==> src/rtl/tx_byte_fifo_if.sv <==
// Byte-stream bundle between the word-to-byte sender, the byte FIFO and the serial transmitter.
// Ports: wr_data/req_wr carry bytes in, rd_req pops, clear flushes; rd_data/rd_valid carry the popped
// byte out; full/empty/count report occupancy; overflow/underflow are sticky error flags.
interface tx_byte_fifo_if #(
  parameter int AW = 4
);
  logic [7:0]  wr_data;
  logic        req_wr;
  logic        rd_req;
  logic        clear;
  logic [7:0]  rd_data;
  logic        rd_valid;
  logic        full;
  logic        empty;
  logic [AW:0] count;
  logic        overflow;
  logic        underflow;

  // Upstream/downstream agents drive requests and observe the FIFO outputs.
  modport master (
    output wr_data, req_wr, rd_req, clear,
    input  rd_data, rd_valid, full, empty, count, overflow, underflow
  );

  // The FIFO itself.
  modport slave (
    input  wr_data, req_wr, rd_req, clear,
    output rd_data, rd_valid, full, empty, count, overflow, underflow
  );
endinterface

==> src/rtl/tx_byte_fifo.sv <==
// Byte FIFO between the word-to-byte sender and the serial transmitter.
// Latency: accepted rd_req -> registered rd_data with rd_valid one cycle later.
// Backpressure: writes while full and reads while empty are dropped and flagged sticky.
// Ports: clock, reset (async, active high); bus (slave modport) carries wr_data/req_wr in,
// rd_req/clear controls, rd_data/rd_valid out, full/empty/count status, overflow/underflow flags.
module tx_byte_fifo #(
  parameter int DEPTH = 16,
  parameter int AW    = 4
) (
  input  logic           clock,
  input  logic           reset,
  tx_byte_fifo_if.slave  bus
);

  localparam logic [AW:0] DEPTH_CNT = (AW+1)'(DEPTH);

  // Storage: never reset, only written on an accepted write.
  logic [7:0]    mem_q [DEPTH];

  logic [AW-1:0] wr_ptr_q,    wr_ptr_d;
  logic [AW-1:0] rd_ptr_q,    rd_ptr_d;
  logic [AW:0]   count_q,     count_d;
  logic          full_q,      full_d;
  logic          empty_q,     empty_d;
  logic [7:0]    rd_data_q,   rd_data_d;
  logic          rd_valid_q,  rd_valid_d;
  logic          overflow_q,  overflow_d;
  logic          underflow_q, underflow_d;

  logic          wr_accept;
  logic          rd_accept;

  // Acceptance is judged on the registered flags from the start of the cycle, so a
  // write while full is rejected even if a read frees a slot in the same cycle, and a
  // read while empty is rejected even if a write lands in the same cycle.
  always_comb begin
    wr_accept = bus.req_wr && !full_q  && !bus.clear;
    rd_accept = bus.rd_req && !empty_q && !bus.clear;
  end

  always_comb begin
    wr_ptr_d    = wr_ptr_q;
    rd_ptr_d    = rd_ptr_q;
    count_d     = count_q;
    rd_data_d   = rd_data_q;
    rd_valid_d  = 1'b0;
    overflow_d  = overflow_q;
    underflow_d = underflow_q;

    if (bus.clear) begin
      // Flush bookkeeping only; rd_data and memory keep their contents.
      wr_ptr_d    = '0;
      rd_ptr_d    = '0;
      count_d     = '0;
      overflow_d  = 1'b0;
      underflow_d = 1'b0;
    end else begin
      if (wr_accept) begin
        wr_ptr_d = wr_ptr_q + AW'(1);
      end
      if (rd_accept) begin
        rd_ptr_d   = rd_ptr_q + AW'(1);
        rd_data_d  = mem_q[rd_ptr_q];
        rd_valid_d = 1'b1;
      end
      unique case ({wr_accept, rd_accept})
        2'b10:   count_d = count_q + (AW+1)'(1);
        2'b01:   count_d = count_q - (AW+1)'(1);
        default: count_d = count_q;
      endcase
      if (bus.req_wr && full_q) begin
        overflow_d = 1'b1;
      end
      if (bus.rd_req && empty_q) begin
        underflow_d = 1'b1;
      end
    end

    // Status flags come from the next count so they line up with count itself.
    full_d  = (count_d == DEPTH_CNT);
    empty_d = (count_d == '0);
  end

  always_ff @(posedge clock or posedge reset) begin
    if (reset) begin
      wr_ptr_q    <= '0;
      rd_ptr_q    <= '0;
      count_q     <= '0;
      full_q      <= 1'b0;
      empty_q     <= 1'b1;
      rd_data_q   <= 8'h00;
      rd_valid_q  <= 1'b0;
      overflow_q  <= 1'b0;
      underflow_q <= 1'b0;
    end else begin
      wr_ptr_q    <= wr_ptr_d;
      rd_ptr_q    <= rd_ptr_d;
      count_q     <= count_d;
      full_q      <= full_d;
      empty_q     <= empty_d;
      rd_data_q   <= rd_data_d;
      rd_valid_q  <= rd_valid_d;
      overflow_q  <= overflow_d;
      underflow_q <= underflow_d;
    end
  end

  // Reset cannot block this write: wr_accept already requires !full_q and the
  // pointer is held at 0 during reset, so a write during reset is harmless
  // only if it is never made; gate it explicitly.
  always_ff @(posedge clock) begin
    if (wr_accept && !reset) begin
      mem_q[wr_ptr_q] <= bus.wr_data;
    end
  end

  assign bus.rd_data   = rd_data_q;
  assign bus.rd_valid  = rd_valid_q;
  assign bus.full      = full_q;
  assign bus.empty     = empty_q;
  assign bus.count     = count_q;
  assign bus.overflow  = overflow_q;
  assign bus.underflow = underflow_q;

endmodule

==> src/flat_wrapper.sv <==
// flat-port wrapper written by rule: the top's interface ports become plain ports
module tx_byte_fifo_flat 
#(
  parameter int DEPTH = 16,
  parameter int AW    = 4
)
  (clock, reset, bus_wr_data, bus_req_wr, bus_rd_req, bus_clear, bus_rd_data, bus_rd_valid, bus_full, bus_empty, bus_count, bus_overflow, bus_underflow);
  tx_byte_fifo_if #(.AW(AW)) bus_i ();
  input  logic clock;
  input  logic reset;
  input wire logic [$bits(bus_i.wr_data)-1:0] bus_wr_data;
  input wire logic [$bits(bus_i.req_wr)-1:0] bus_req_wr;
  input wire logic [$bits(bus_i.rd_req)-1:0] bus_rd_req;
  input wire logic [$bits(bus_i.clear)-1:0] bus_clear;
  output wire logic [$bits(bus_i.rd_data)-1:0] bus_rd_data;
  output wire logic [$bits(bus_i.rd_valid)-1:0] bus_rd_valid;
  output wire logic [$bits(bus_i.full)-1:0] bus_full;
  output wire logic [$bits(bus_i.empty)-1:0] bus_empty;
  output wire logic [$bits(bus_i.count)-1:0] bus_count;
  output wire logic [$bits(bus_i.overflow)-1:0] bus_overflow;
  output wire logic [$bits(bus_i.underflow)-1:0] bus_underflow;
  assign bus_i.wr_data = bus_wr_data;
  assign bus_i.req_wr = bus_req_wr;
  assign bus_i.rd_req = bus_rd_req;
  assign bus_i.clear = bus_clear;
  assign bus_rd_data = bus_i.rd_data;
  assign bus_rd_valid = bus_i.rd_valid;
  assign bus_full = bus_i.full;
  assign bus_empty = bus_i.empty;
  assign bus_count = bus_i.count;
  assign bus_overflow = bus_i.overflow;
  assign bus_underflow = bus_i.underflow;
  tx_byte_fifo #(.DEPTH(DEPTH), .AW(AW)) u_core (.clock(clock), .reset(reset), .bus(bus_i));
endmodule
==> config.mk <==
export PLATFORM = sky130hd
export DESIGN_NAME = tx_byte_fifo_flat
export DESIGN_NICKNAME = d
export VERILOG_FILES = /design/src/rtl/tx_byte_fifo_if.sv /design/src/rtl/tx_byte_fifo.sv /design/src/flat_wrapper.sv
export SDC_FILE = /design/constraint.sdc
export NUM_CORES = 1
export LEC_CHECK = 0
export ABC_CLOCK_PERIOD_IN_PS = 3000
export CAP_MARGIN = 20
export CORE_MARGIN = 2
export CORE_UTILIZATION = 50
export CTS_CLUSTER_DIAMETER = 80
export DETAILED_ROUTE_END_ITERATION = 10
export HOLD_SLACK_MARGIN = 0.06
export PLACE_DENSITY = 0.72
export SLEW_MARGIN = 30
export SYNTH_ARGS = -nofsm -noshare
export SYNTH_HDL_FRONTEND = slang
export SYNTH_SLANG_ARGS = --single-unit
==> constraint.sdc <==
create_clock -name clock -period 3 [get_ports clock]
set_clock_uncertainty 0.1 [all_clocks]
set_input_delay 0.45 -clock clock [delete_from_list [all_inputs] [get_ports clock]]
set_output_delay 0.45 -clock clock [all_outputs]
set_load 0.03 [all_outputs]
# Word level (Yosys, flattened, before mapping)
# Memories as Yosys holds them, arrays and structs flattened. A register that Yosys moved wholly into a read port is not among the register bits.
# Cells that the tools add are included.
[classes] n_addsub=4 eq_ne=3 n_mux=14 bitwise_logic=1 n_reduce_logical=17
[ops] op="2-to-1 mux 4 bit" n=4
[ops] op="one-hot mux 5 bit (2 select lines)" n=1
[ops] op="adder 4 x 1 -> 4 bit (second input constant)" n=2
[ops] op="2-to-1 mux 1 bit" n=8
[ops] op="nonzero test 2 bit" n=4
[ops] op="logical AND 1 bit" n=7
[ops] op="adder 5 x 1 -> 5 bit (second input constant)" n=1
[ops] op="equality test 5 bit (second input constant)" n=1
[ops] op="logical NOT 5 bit" n=1
[ops] op="2-to-1 mux 5 bit" n=1
[ops] op="subtractor 5 x 1 -> 5 bit (second input constant)" n=1
[ops] op="logical NOT 1 bit" n=4
[ops] op="equality test 2 x 1 -> 1 bit (second input constant)" n=1
[ops] op="equality test 2 bit (second input constant)" n=1
[ops] op="AND reduction 2 bit" n=1
[ops] op="inverter 1 bit" n=1
[word_totals] reg_bits=18 ram_bits=128 out_inout_bits=18 word_cells=48 n_memories=1
[mem_list] memory="u_core.mem_q" words=16 width=8 rd=1 rd_clocked_by_memory_dff=1 write_ports=1 line_no="tx_byte_fifo.sv:18" rtl="logic [7:0] mem_q [DEPTH];"

# Logic depth before layout (Yosys ltp)
# Gate-level depths: netlist of run 1.
[logic_depth] depth_word=7 mapped_depth=10 depth_no_buf=10

# Least setup slack after synthesis of run 1
# No wires, ideal clock.
[synth_path] path_type="register -> register" startpoint="reg u_core.full_q, in the netlist u_core.bus.full" endpoint="reg u_core.full_q, in the netlist u_core.bus.full" setup_time_ps=120 t_arrival_ps=2367 path_slack_ps=413 path_stages_with_launch=11 synth_period_minus_slack_ps=2587 path_cell_list="dfrtp_1 nor2b_1 nand2b_1 ha_1 xor2_1 ha_1 nor3b_1 o32ai_2 xnor2_1 nor2_2 and4_1"
[synth_via] elab_chain_cells=7 word_cells_on_any_way=8 cone_classes="eq/ne: 3; mux: 2; reduce/logical: 3"
[synth_lines] element="start: declaration" line_no="tx_byte_fifo.sv:23" rtl="logic full_q, full_d;"
[synth_lines] element="start signal: assignment" line_no="tx_byte_fifo.sv:99" rtl="full_q <= full_d;"
[synth_lines] element="logical NOT 1 bit (*)" line_no="tx_byte_fifo.sv:37" rtl="wr_accept = bus.req_wr && !full_q && !bus.clear;"
[synth_lines] element="logical AND 1 bit (*) (2 in a row)" line_no="tx_byte_fifo.sv:37"
[synth_lines] element="equality test 2 x 1 -> 1 bit / equality test 2 bit (equally long branches)" line_no="tx_byte_fifo.sv:66" rtl="unique case ({wr_accept, rd_accept})"
[synth_lines] element="one-hot mux 5 bit (2 select lines) (*)" line_no="tx_byte_fifo.sv:66"
[synth_lines] element="2-to-1 mux 5 bit (*)" line_no="tx_byte_fifo.sv:50" rtl="if (bus.clear) begin"
[synth_lines] element="named net u_core.count_d[4]" line_no="tx_byte_fifo.sv:22" rtl="logic [AW:0] count_q, count_d;"
[synth_lines] element="equality test 5 bit (*)" line_no="tx_byte_fifo.sv:80" rtl="full_d = (count_d == DEPTH_CNT);"
[synth_lines] element="named net u_core.full_d" line_no="tx_byte_fifo.sv:23"
# The timed path passes the listed nets; every way through them passes the cells marked *.
# A chain may end at the register's enable or synchronous reset.

# Worst setup path in the final report of run 1
[layout_path] startpoint="reg u_core.empty_q, in the netlist u_core.bus.empty" endpoint="reg u_core.full_q, in the netlist u_core.bus.full"
[layout_via] elab_chain_cells=7 word_cells_on_any_way=8 cone_classes="eq/ne: 3; mux: 2; reduce/logical: 3"
[layout_lines] element="start: declaration" line_no="tx_byte_fifo.sv:24" rtl="logic empty_q, empty_d;"
[layout_lines] element="start signal: assignment" line_no="tx_byte_fifo.sv:100" rtl="empty_q <= empty_d;"
[layout_lines] element="logical NOT 1 bit (*)" line_no="tx_byte_fifo.sv:38" rtl="rd_accept = bus.rd_req && !empty_q && !bus.clear;"
[layout_lines] element="logical AND 1 bit (*) (2 in a row)" line_no="tx_byte_fifo.sv:38"
[layout_lines] element="equality test 2 x 1 -> 1 bit / equality test 2 bit (equally long branches)" line_no="tx_byte_fifo.sv:66"
[layout_lines] element="one-hot mux 5 bit (2 select lines) (*)" line_no="tx_byte_fifo.sv:66"
[layout_lines] element="2-to-1 mux 5 bit (*)" line_no="tx_byte_fifo.sv:50"
[layout_lines] element="named net u_core.count_d[4]" line_no="tx_byte_fifo.sv:22"
[layout_lines] element="equality test 5 bit (*)" line_no="tx_byte_fifo.sv:80"
[layout_lines] element="named net u_core.full_d" line_no="tx_byte_fifo.sv:23"
# Marked as above.

==> results of run 1 <==
==> area by class of cell <==
type / instances / area [um^2]
inverter: 4 / 15.0
sequential: 154 / 4500
timing repair buffer: 55 / 500
fill: 935 / 5060
multi-input combinational: 209 / 1720
tap: 172 / 215
clock buffer: 26 / 479
clock inverter: 6 / 27.5
==> where the power goes <==
part	internal, mW	total (mW)	switching (mW)	leakage [nW]
sequential	2.39	2.46	0.0660	1.48
clock	1.09	1.82	0.728	0.251
combinational	0.263	0.579	0.316	0.791
==> per-stage QoR <==
step	instance area [um^2]	instances	util	hold WS, ps
after floorplan	6350	388	-	389
after global placement	6950	594	0.555	392
after detailed placement	6950	594	0.555	410
after CTS	7460	626	0.596	414
after global routing	7460	626	0.596	453
final	7460	626	0.596	410
==> placed cells by master (no fill, tap or decap), drive strengths merged, types with 2 or more instances in the layout <==
cell / netlist / routed
nor3: 13 / 13
xor2: 8 / 8
dfrtp: 25 / 25
o21bai: 8 / 8
buf: 11 / 25
mux2i: 17 / 17
o22ai: 16 / 16
a21oi: 15 / 15
nor2: 39 / 39
nor2b: 3 / 3
nand4: 2 / 2
edfxtp: 128 / 128
xnor2: 4 / 4
clkinv: 0 / 6
mux4: 16 / 16
nand2: 10 / 10
mux2: 24 / 24
ha: 8 / 8
clkdlybuf4s50: 0 / 30
inv: 4 / 4
o21ai: 10 / 10
clkbuf: 10 / 26
nand2b: 5 / 5
==> flip-flops by register name (all words and copies together), names as in the netlist, 4 cells and up <==
register,flops
u_core.mem_q,128
u_core.bus.rd_data,8
u_core.bus.count,5
u_core.rd_ptr_q,4
u_core.wr_ptr_q,4
==> worst max-delay path: cells and delay by family, from the launching register on <==
kind / cells / cell delay (ps)
DFF: 1 / 570
xor gates and xnor gates: 2 / 370
and+or+nand+nor: 5 / 670
adders and majority gates: 2 / 470
AOI/OAI and AO/OA: 1 / 240
==> worst max-delay path by stage <==
stage | from | endpoint | slack, ps | cells past startpoint
CTS | u_core.bus.empty$_DFF_PP1_ | u_core.bus.full$_DFF_PP0_ | 460 | 10
global placement | bus_req_wr | u_core.bus.full$_DFF_PP0_ | 210 | 11
finish | u_core.bus.empty$_DFF_PP1_ | u_core.bus.full$_DFF_PP0_ | 490 | 10
detailed placement | bus_req_wr | u_core.bus.full$_DFF_PP0_ | 70 | 11
floorplan | u_core.bus.full$_DFF_PP0_ | u_core.bus.full$_DFF_PP0_ | 410 | 10
global route | u_core.bus.empty$_DFF_PP1_ | u_core.bus.full$_DFF_PP0_ | 250 | 10
==> cells by family (layout without fill, tap and decap cells) <==
| group | after synthesis | count (layout) | share of synthesized area |
|---|---|---|---|
| flip-flops | 154 | 154 | 0.707 |
| AND/OR/NAND/NOR | 78 | 78 | 0.0563 |
| AO/OA/AOI/OAI | 54 | 54 | 0.0530 |
| adder cells (fa/ha/maj) | 8 | 8 | 0.0158 |
| multiplexers | 57 | 57 | 0.130 |
| buffers and inverters | 25 | 91 | 0.0215 |
| XOR/XNOR | 12 | 12 | 0.0165 |
==> per-layer routing <==
metal | wire, um | share of wire | GRT usage | vias up
met5 | 0 | 0 | 0 | -
met4 | 178 | 0.015 | 0.0824 | 0
met3 | 747 | 0.061 | 0.0498 | 14
met2 | 6260 | 0.51 | 0.320 | 120
met1 | 5050 | 0.41 | 0.251 | 1720
li1 | - | - | - | 1600
==> run_results.csv, run 1 <==
group,metric,value,unit
timing,setup_tns,0,ps
pwr,leakage,2.52,nW
critical_path,critPathMaxStageDelay,570,ps
logic_synthesis,yosysTopAreaCell,"edfxtp_1",
critical_path,ff2ff_path_depth,10,
clocking,clk_latency,410,ps
logic_synthesis,synth.yosys.warnings,0,
logic_synthesis,synthFlopType,"edfxtp_1",
clocking,holdBufCountCts,0,
timing,post-route-period-util,0.837,
placed_design,place_congestion,0.773,
worst_hold_path,hp-class,"input pin to async pin",
timing,max_freq,0.398,GHz
die,die-area,0.0136,mm^2
run,cap_violations,0,
run_status,outcome,"complete, no violations",
critical_path,ff2ff_setup_slack,490,ps
clocking,post_cts_buffers,0,
detailed_routing,routedWlPerCell,19.5,um
clocking,numCtsBuffers,17,
detailed_routing,vias,3454,
grt,grt_pass1_wl,18.9,mm
grt,overflow,0,
pwr,ir_drop,0.000359,V
critical_path,rr_endpoint,"u_core.bus.full$_DFF_PP0_",
critical_path,worstSetupPathType,"register to register",
pwr,power_density,651,mW/mm^2
timing,maxSlewViolCount,0,
detailed_routing,wl,12.2,mm
die,num_rows,41,
logic_synthesis,synth_common_cells,"128 x edfxtp_1, 38 x nor2_1, 25 x dfrtp_1",
placed_design,place_hpwl,7.69,mm
critical_path,cpMaxStageDelayCell,"dfstp_2",
logic_synthesis,synth-seq-area-share,0.707,
die,fp.coreArea,0.0125,mm^2
critical_path,crit_fanout,4,
die,start_util,0.508,
clocking,cts.repair.resized,0,
critical_path,path_cells,"nand2b_1 > nor2_1 > ha_1 > xor2_1 > ha_1 > nor3b_1 > o32ai_2 > xnor2_1 > nor2_2 > and4_1",
logic_synthesis,ys_ff_latch,154,
clocking,cts_tree,"yes",
logic_synthesis,ys_async_sr_fraction,0.169,
die,die_h,117,um
die,io_pins,31,
logic_synthesis,netlist_area,0.00635,mm^2
finish,syn_to_final_growth,17.4,%
die,die_w,117,um
clocking,clock_sinks,154,
clocking,htree_levels,4,
logic_synthesis,synth_top_area_share,0.605,
detailed_routing,drc,0,
detailed_routing,antenna_left,0,
grt,antenna_found_initial,0,
finish,final_nets,462,
timing,slew_headroom,0.506,
detailed_routing,viasPerCell,5.52,
logic_synthesis,synth.most_common_cell,"edfxtp_1",
clocking,clkTransAtPathRegs,60,ps
timing,timing.final.ws_setup,488,ps
placed_design,port_buffers,30,
timing,hold_violations,0,
clocking,root_buffer,"clkbuf_16",
timing,finalSetupViolations,0,
timing,tightest_slew,740,ps
logic_synthesis,synth_area_leaders,"edfxtp_1 60%, dfrtp_1 9.8%, mux2_2 4.3%, mux4_2 3.5%, mux2i_1 2.7%",
grt,grt_usage,0.196,
critical_path,cpMostUsedCell,"ha_1",
critical_path,startpoint_type,"register",
clocking,cts_buffer_depth,2,
detailed_routing,drtIter0Drc,272,
grt,grt_max_degree,49,
grt,grt_pass1_vias,3568,
timing,rsz0062_at_grt,"no",
finish,antennaDiodeCount,0,
critical_path,worstPathRequired,3200,ps
detailed_routing,dr.pass1.iters,4,
timing,min_period,2510,ps
logic_synthesis,syn_nets,409,
critical_path,worstPathArrival,2710,ps
pwr,p_total,4.85,mW
critical_path,r2r_start,"u_core.bus.empty$_DFF_PP1_",
logic_synthesis,synth_edf_count,128,
finish,layout-drive-gt1-share,0.194,
logic_synthesis,synthCells,388,
logic_synthesis,synth_cell_types,38,
logic_synthesis,synth.avg_cell_area,16.4,um^2
placed_design,place_ws,67.0,ps
critical_path,end_kind,"register",
Note: power is estimated with default switching activity, not from simulation.
==> run 2, diff against run 1 <==
--- a/config.mk
+++ b/config.mk
@@ -5,7 +5,7 @@
 export SDC_FILE = /design/constraint.sdc
 export NUM_CORES = 1
 export LEC_CHECK = 0
-export ABC_CLOCK_PERIOD_IN_PS = 3000
+export ABC_CLOCK_PERIOD_IN_PS = 2500
 export CAP_MARGIN = 20
 export CORE_MARGIN = 2
 export CORE_UTILIZATION = 50
==> constraint.sdc (replaced) <==
create_clock -name clock -period 2.5 [get_ports clock]
set_clock_uncertainty 0.1 [all_clocks]
set_input_delay 0.375 -clock clock [delete_from_list [all_inputs] [get_ports clock]]
set_output_delay 0.375 -clock clock [all_outputs]
set_load 0.03 [all_outputs]
==> run 2 against run 1 <==
Combinational power increased by 24%. Via count increased by 0.81%. Worst setup slack got worse by 400 ps. First-iteration DRC count increased by 37%. Clock power increased by 43%. Cell count increased by 0.64%. Die area unchanged. Largest power group unchanged.
==> run_results.csv, run 2 (same netlist as run 1, synthesis figures left out) <==
group,metric,value,unit
finish,fin_util,0.610,
timing,post-route-period-util,0.964,
timing,max_freq,0.415,GHz
clocking,htree_levels,4,
timing,min_period,2410,ps
detailed_routing,routedWlPerCell,19.8,um
timing,maxSlewViolCount,0,
finish,final_nets,466,
grt,grt_usage,0.204,
critical_path,worstPathRequired,2710,ps
timing,hold_violations,0,
finish,largest_register,"u_core.mem_q",
worst_hold_path,hp-class,"input pin to async pin",
run_status,outcome,"complete, no violations",
pwr,leakage,2.60,nW
detailed_routing,drc,0,
grt,grt_max_degree,52,
die,die_w,117,um
grt,grt_pass1_wl,19.4,mm
grt,grt_pass1_vias,3638,
detailed_routing,drtIter0Drc,372,
finish,final_cell_mix,"128 x edfxtp_1, 37 x nor2_1, 30 x clkdlybuf4s50_1",
die,fp.coreArea,0.0125,mm^2
clocking,cts_buffer_depth,2,
detailed_routing,vias,3482,
detailed_routing,antenna_left,0,
clocking,root_buffer,"clkbuf_16",
placed_design,place_hpwl,7.65,mm
finish,stdcell_count,630,
die,io_pins,31,
critical_path,critPathBufInv,0,
critical_path,end_kind,"register",
die,die_h,117,um
clocking,clock_sinks,154,
clocking,numCtsBuffers,17,
placed_design,place_inst,598,
run,cap_violations,0,
timing,slew_headroom,0.605,
finish,antennaDiodeCount,0,
die,start_util,0.508,
pwr,power_density,820,mW/mm^2
clocking,clkTransAtPathRegs,60,ps
detailed_routing,wl,12.4,mm
critical_path,worstPathArrival,2620,ps
grt,antenna_found_initial,0,
critical_path,critPathMaxStageDelay,580,ps
pwr,ir_drop,0.000525,V
placed_design,place_congestion,0.777,
placed_design,place_ws,-311,ps
critical_path,cp_top_family,"simple AND/OR/NAND/NOR gates",
critical_path,worstSetupPathType,"register to register",
die,num_rows,41,
detailed_routing,dr.pass1.iters,5,
timing,finalSetupViolations,0,
clocking,post_cts_buffers,0,
critical_path,cpMaxStageDelayCell,"dfstp_2",
finish,largest_register_ffs,128,
critical_path,crit_fanout,4,
finish,layout-drive-gt1-share,0.227,
clocking,clk_latency,420,ps
finish,syn_to_final_growth,20.2,%
timing,timing.final.ws_setup,90.4,ps
timing,tightest_slew,591,ps
die,die-area,0.0136,mm^2
critical_path,ff2ff_setup_slack,90,ps
placed_design,port_buffers,30,
critical_path,startpoint_type,"register",
grt,overflow,0,
finish,mostFrequentLayoutCell,"edfxtp_1",
detailed_routing,viasPerCell,5.53,
clocking,cts_tree,"yes",
critical_path,path_cells,"nand2b_4 > nor2_2 > ha_2 > xor2_1 > ha_2 > nor3b_2 > o32ai_2 > xnor2_2 > nor2_2 > and4_1",
==> run 2: changes by cell type in the layout (fill, tap and decap cells not counted), sizes merged <==
| cell | change |
|---|---|
| clkinvlp | +1 |
| buf | +4 |
| bufinv | +3 |
| clkinv | -3 |
| clkbuf | -1 |
==> run 2: path summary, 6_finish.rpt <==
kind | to | from | depth (start not counted)
min in group clock | u_core.bus.overflow$_DFFE_PP0P_ | u_core.bus.overflow$_DFFE_PP0P_ | 2
worst max-delay path | u_core.bus.full$_DFF_PP0_ | u_core.bus.empty$_DFF_PP1_ | 10
worst max register to register | u_core.bus.full$_DFF_PP0_ | u_core.bus.empty$_DFF_PP1_ | 10
worst min register to register | u_core.bus.overflow$_DFFE_PP0P_ | u_core.bus.overflow$_DFFE_PP0P_ | 2
worst min-delay path | u_core.bus.overflow$_DFFE_PP0P_ | reset | 2
max in group asynchronous | u_core.bus.empty$_DFF_PP1_ | reset | 3
==> run 2: per-layer routing <==
| metal | global-route usage | part of all wire | up-vias |
|---|---|---|---|
| met5 | 0 | 0 | - |
| met4 | 0.0933 | 0.018 | 0 |
| met3 | 0.0586 | 0.051 | 17 |
| met2 | 0.327 | 0.50 | 84 |
| met1 | 0.259 | 0.43 | 1770 |
| li1 | - | - | 1611 |
==> run 2: what timing repair did <==
action,4_1_cts,5_1_grt
gates resized for setup,0,6
endpoints found under the hold margin,0,0
hold buffers,0,0
setup endpoints to repair,0,2
==> run 2: through the flow <==
step           area (um^2)  hold slack (ps)  total power, mW  TNS, ps
2_1_floorplan         6360              314             3.42        0
4_1_cts               7610              182             6.31        0
5_1_grt               7640              244             6.47    -25.8
6_report              7640              200             6.26        0
3_3_place_gp          7000              394             3.69     -250
3_5_place_dp          7000              397             3.71     -810
==> run 2: area by class of cell <==
type / instances / area (um^2)
flip-flops and latches: 154 / 4500
clock inverters: 7 / 113
well taps: 172 / 215
repair buffers: 59 / 543
inverters: 4 / 15.0
fillers: 936 / 4880
multi-input cells: 209 / 1760
clock buffers: 25 / 495
==> run 2: power breakdown <==
group	internal (mW)	leakage, nW	total (mW)	switching [mW]
combinational	0.326	0.825	0.720	0.393
clock	1.67	0.297	2.60	0.932
sequential	2.87	1.48	2.94	0.0714
total	4.87	2.60	6.26	1.40
==> run 3, diff against run 2 <==
--- a/config.mk
+++ b/config.mk
@@ -5,6 +5,7 @@
 export SDC_FILE = /design/constraint.sdc
 export NUM_CORES = 1
 export LEC_CHECK = 0
+export ABC_AREA = 1
 export ABC_CLOCK_PERIOD_IN_PS = 2500
 export CAP_MARGIN = 20
 export CORE_MARGIN = 2
==> run 3 against run 2 <==
Synthesized area up 0.73%. Die area grew 0.70%. Sequential cell count unchanged. Clock power fell by 3%. Hold slack better by 59 ps. Critical path type is now input pin to register. Cell count is 26% higher. Critical path depth up 8. Largest power group unchanged. Sequential share of layout area up 0.15 points. Highest routed layer unchanged. Global-route usage is 1.7 points higher.
==> run_results.csv, run 3 <==
group,metric,value,unit
timing,tightest_slew,749,ps
grt,grt_usage,0.220,
die,die_w,117,um
critical_path,worstPathArrival,2530,ps
logic_synthesis,ys_async_sr_fraction,0.169,
detailed_routing,drtIter0Drc,379,
die,fp.coreArea,0.0126,mm^2
timing,min_period,2280,ps
logic_synthesis,synthCells,554,
timing,maxSlewViolCount,0,
finish,syn_to_final_growth,19.0,%
timing,post-route-period-util,0.910,
logic_synthesis,yosysTopAreaCell,"edfxtp_1",
worst_hold_path,hp-class,"input pin to async pin",
critical_path,crit_fanout,3,
logic_synthesis,synth_common_cells,"128 x edfxtp_1, 99 x nor2_1, 80 x nand2_1",
detailed_routing,routedWlPerCell,17.4,um
finish,final_cell_mix,"128 x edfxtp_1, 98 x nor2_1, 80 x nand2_1",
detailed_routing,vias,4348,
finish,largest_register_ffs,128,
logic_synthesis,synth_cell_types,21,
clocking,cts_tree,"yes",
die,num_rows,41,
finish,stdcell_count,793,
logic_synthesis,synth-seq-area-share,0.702,
placed_design,port_buffers,30,
logic_synthesis,synth.avg_cell_area,11.6,um^2
critical_path,worstPathRequired,2750,ps
logic_synthesis,synth.most_common_cell,"edfxtp_1",
clocking,clk_latency,420,ps
grt,grt_pass1_wl,22.3,mm
logic_synthesis,synth_top_area_share,0.600,
critical_path,worstSetupPathType,"input pin to register",
clocking,htree_levels,4,
grt,grt_max_degree,66,
timing,finalSetupViolations,0,
finish,final_nets,629,
finish,fin_util,0.606,
timing,hold_violations,0,
finish,largest_register,"u_core.mem_q",
clocking,clkTransAtPathRegs,60,ps
grt,overflow,0,
logic_synthesis,synth_edf_count,128,
detailed_routing,wl,13.8,mm
placed_design,place_hpwl,8.95,mm
die,die-area,0.0137,mm^2
clocking,numCtsBuffers,17,
timing,slew_headroom,0.500,
logic_synthesis,synth_area_leaders,"edfxtp_1 60%, dfrtp_1 9.8%, o21ai_0 5.9%, nor2_1 5.8%, nand2_1 4.7%",
logic_synthesis,synth.yosys.warnings,0,
placed_design,place_inst,761,
placed_design,place_congestion,0.827,
die,start_util,0.509,
logic_synthesis,netlist_area,0.00640,mm^2
clocking,cts_buffer_depth,2,
timing,rsz0062_at_grt,"no",
logic_synthesis,ys_ff_latch,154,
run_status,outcome,"complete, no violations",
run,cap_violations,0,
logic_synthesis,syn_nets,575,
clocking,root_buffer,"clkbuf_16",
grt,antenna_found_initial,0,
logic_synthesis,synthFlopType,"edfxtp_1",
detailed_routing,dr.pass1.iters,5,
clocking,post_cts_buffers,0,
die,die_h,117,um
pwr,ir_drop,0.000635,V
die,io_pins,31,
finish,antennaDiodeCount,0,
detailed_routing,antenna_left,0,
finish,mostFrequentLayoutCell,"edfxtp_1",
detailed_routing,viasPerCell,5.48,
critical_path,startpoint_type,"input pin",
finish,layout-drive-gt1-share,0.118,
pwr,leakage,2.85,nW
critical_path,end_kind,"register",
pwr,power_density,903,mW/mm^2
detailed_routing,drc,0,
grt,grt_pass1_vias,4363,
timing,setup_tns,0,ps
timing,max_freq,0.440,GHz
clocking,clock_sinks,154,
## run 3: cell types whose count changed after synthesis, moves of 17 or more
cell,previous run,this run
inv_1,4,24
mux2_2,24,0
mux2i_1,17,0
nand2_1,10,80
nand3_1,1,30
nor2_1,38,99
o21ai_0,10,75
## run 3: through the flow
step / setup slack, ps / cell area, um^2 / total power [mW] / hold WS [ps]
after floorplan: 3.72 / 6410 / 3.94 / 314
after global placement: -110 / 7020 / 4.35 / 384
after detailed placement: -224 / 7020 / 4.39 / 383
after CTS: 153 / 7610 / 6.92 / 260
after global routing: 17.0 / 7620 / 7.19 / 301
final: 225 / 7620 / 6.88 / 259
## run 3: area by class of cell
class / count / area, um^2
fillers: 1018 / 4950
multi-input cells: 345 / 1650
clock inverters: 15 / 165
well taps: 172 / 215
repair buffers: 65 / 576
inverters: 25 / 93.8
clock buffers: 17 / 425
flip-flops and latches: 154 / 4500
## run 3: power by group
group / internal [mW] / total (mW) / switching (mW)
registers: 2.90 / 2.98 / 0.0766
logic: 0.493 / 1.38 / 0.882
clock network: 1.49 / 2.53 / 1.04
total: 4.88 / 6.88 / 2.00
## run 3: cell families after synthesis
family / Yosys count / synth area share
AOI/OAI and AO/OA: 122 / 0.102
buffers and inverters: 55 / 0.0418
and+or+nand+nor: 212 / 0.134
DFF: 154 / 0.702
xor gates and xnor gates: 3 / 0.00411
adders and majority gates: 8 / 0.0156
## run 3: worst paths after layout
kind / end / cells after the start / start / slack [ps]
setup / recovery: u_core.bus.empty$_DFF_PP1_ / 18 / bus_rd_req / 220
hold / removal: u_core.bus.count[1]$_DFF_PP0_ / 2 / reset / 260
setup reg to reg: u_core.bus.empty$_DFF_PP1_ / 17 / u_core.bus.empty$_DFF_PP1_ / 260
hold reg to reg: u_core.bus.underflow$_DFFE_PP0P_ / 2 / u_core.bus.underflow$_DFFE_PP0P_ / 390
max in group asynchronous: u_core.bus.rd_data[4]$_DFFE_PP0P_ / 3 / reset / 1470
min in group clock: u_core.bus.underflow$_DFFE_PP0P_ / 2 / u_core.bus.underflow$_DFFE_PP0P_ / 390
## run 3: repair_timing
item	CTS	global route
endpoints found under the setup margin	0	3
hold buffers	0	0
resized for setup	0	3
## run 3: critical path: stages
cell	delay, ps
clkdlybuf4s50_1	480
inv_1	50
nor2_1	150
inv_1	90
nor2_2	120
ha_2	210
nor2_1	50
nor2_1	130
ha_1	160
inv_1	40
nand2_1	90
nand3_1	110
nand2_1	70
nand2_1	50
nand2_1	60
nand2_1	80
a21oi_2	160
nor2_1	60
## run 3: per-layer routing
metal,up-vias,track usage,wire (um)
li1,2062,-,-
met1,2118,0.290,6050
met2,144,0.358,6700
met3,24,0.0499,796
met4,0,0.0894,262
met5,-,0,0
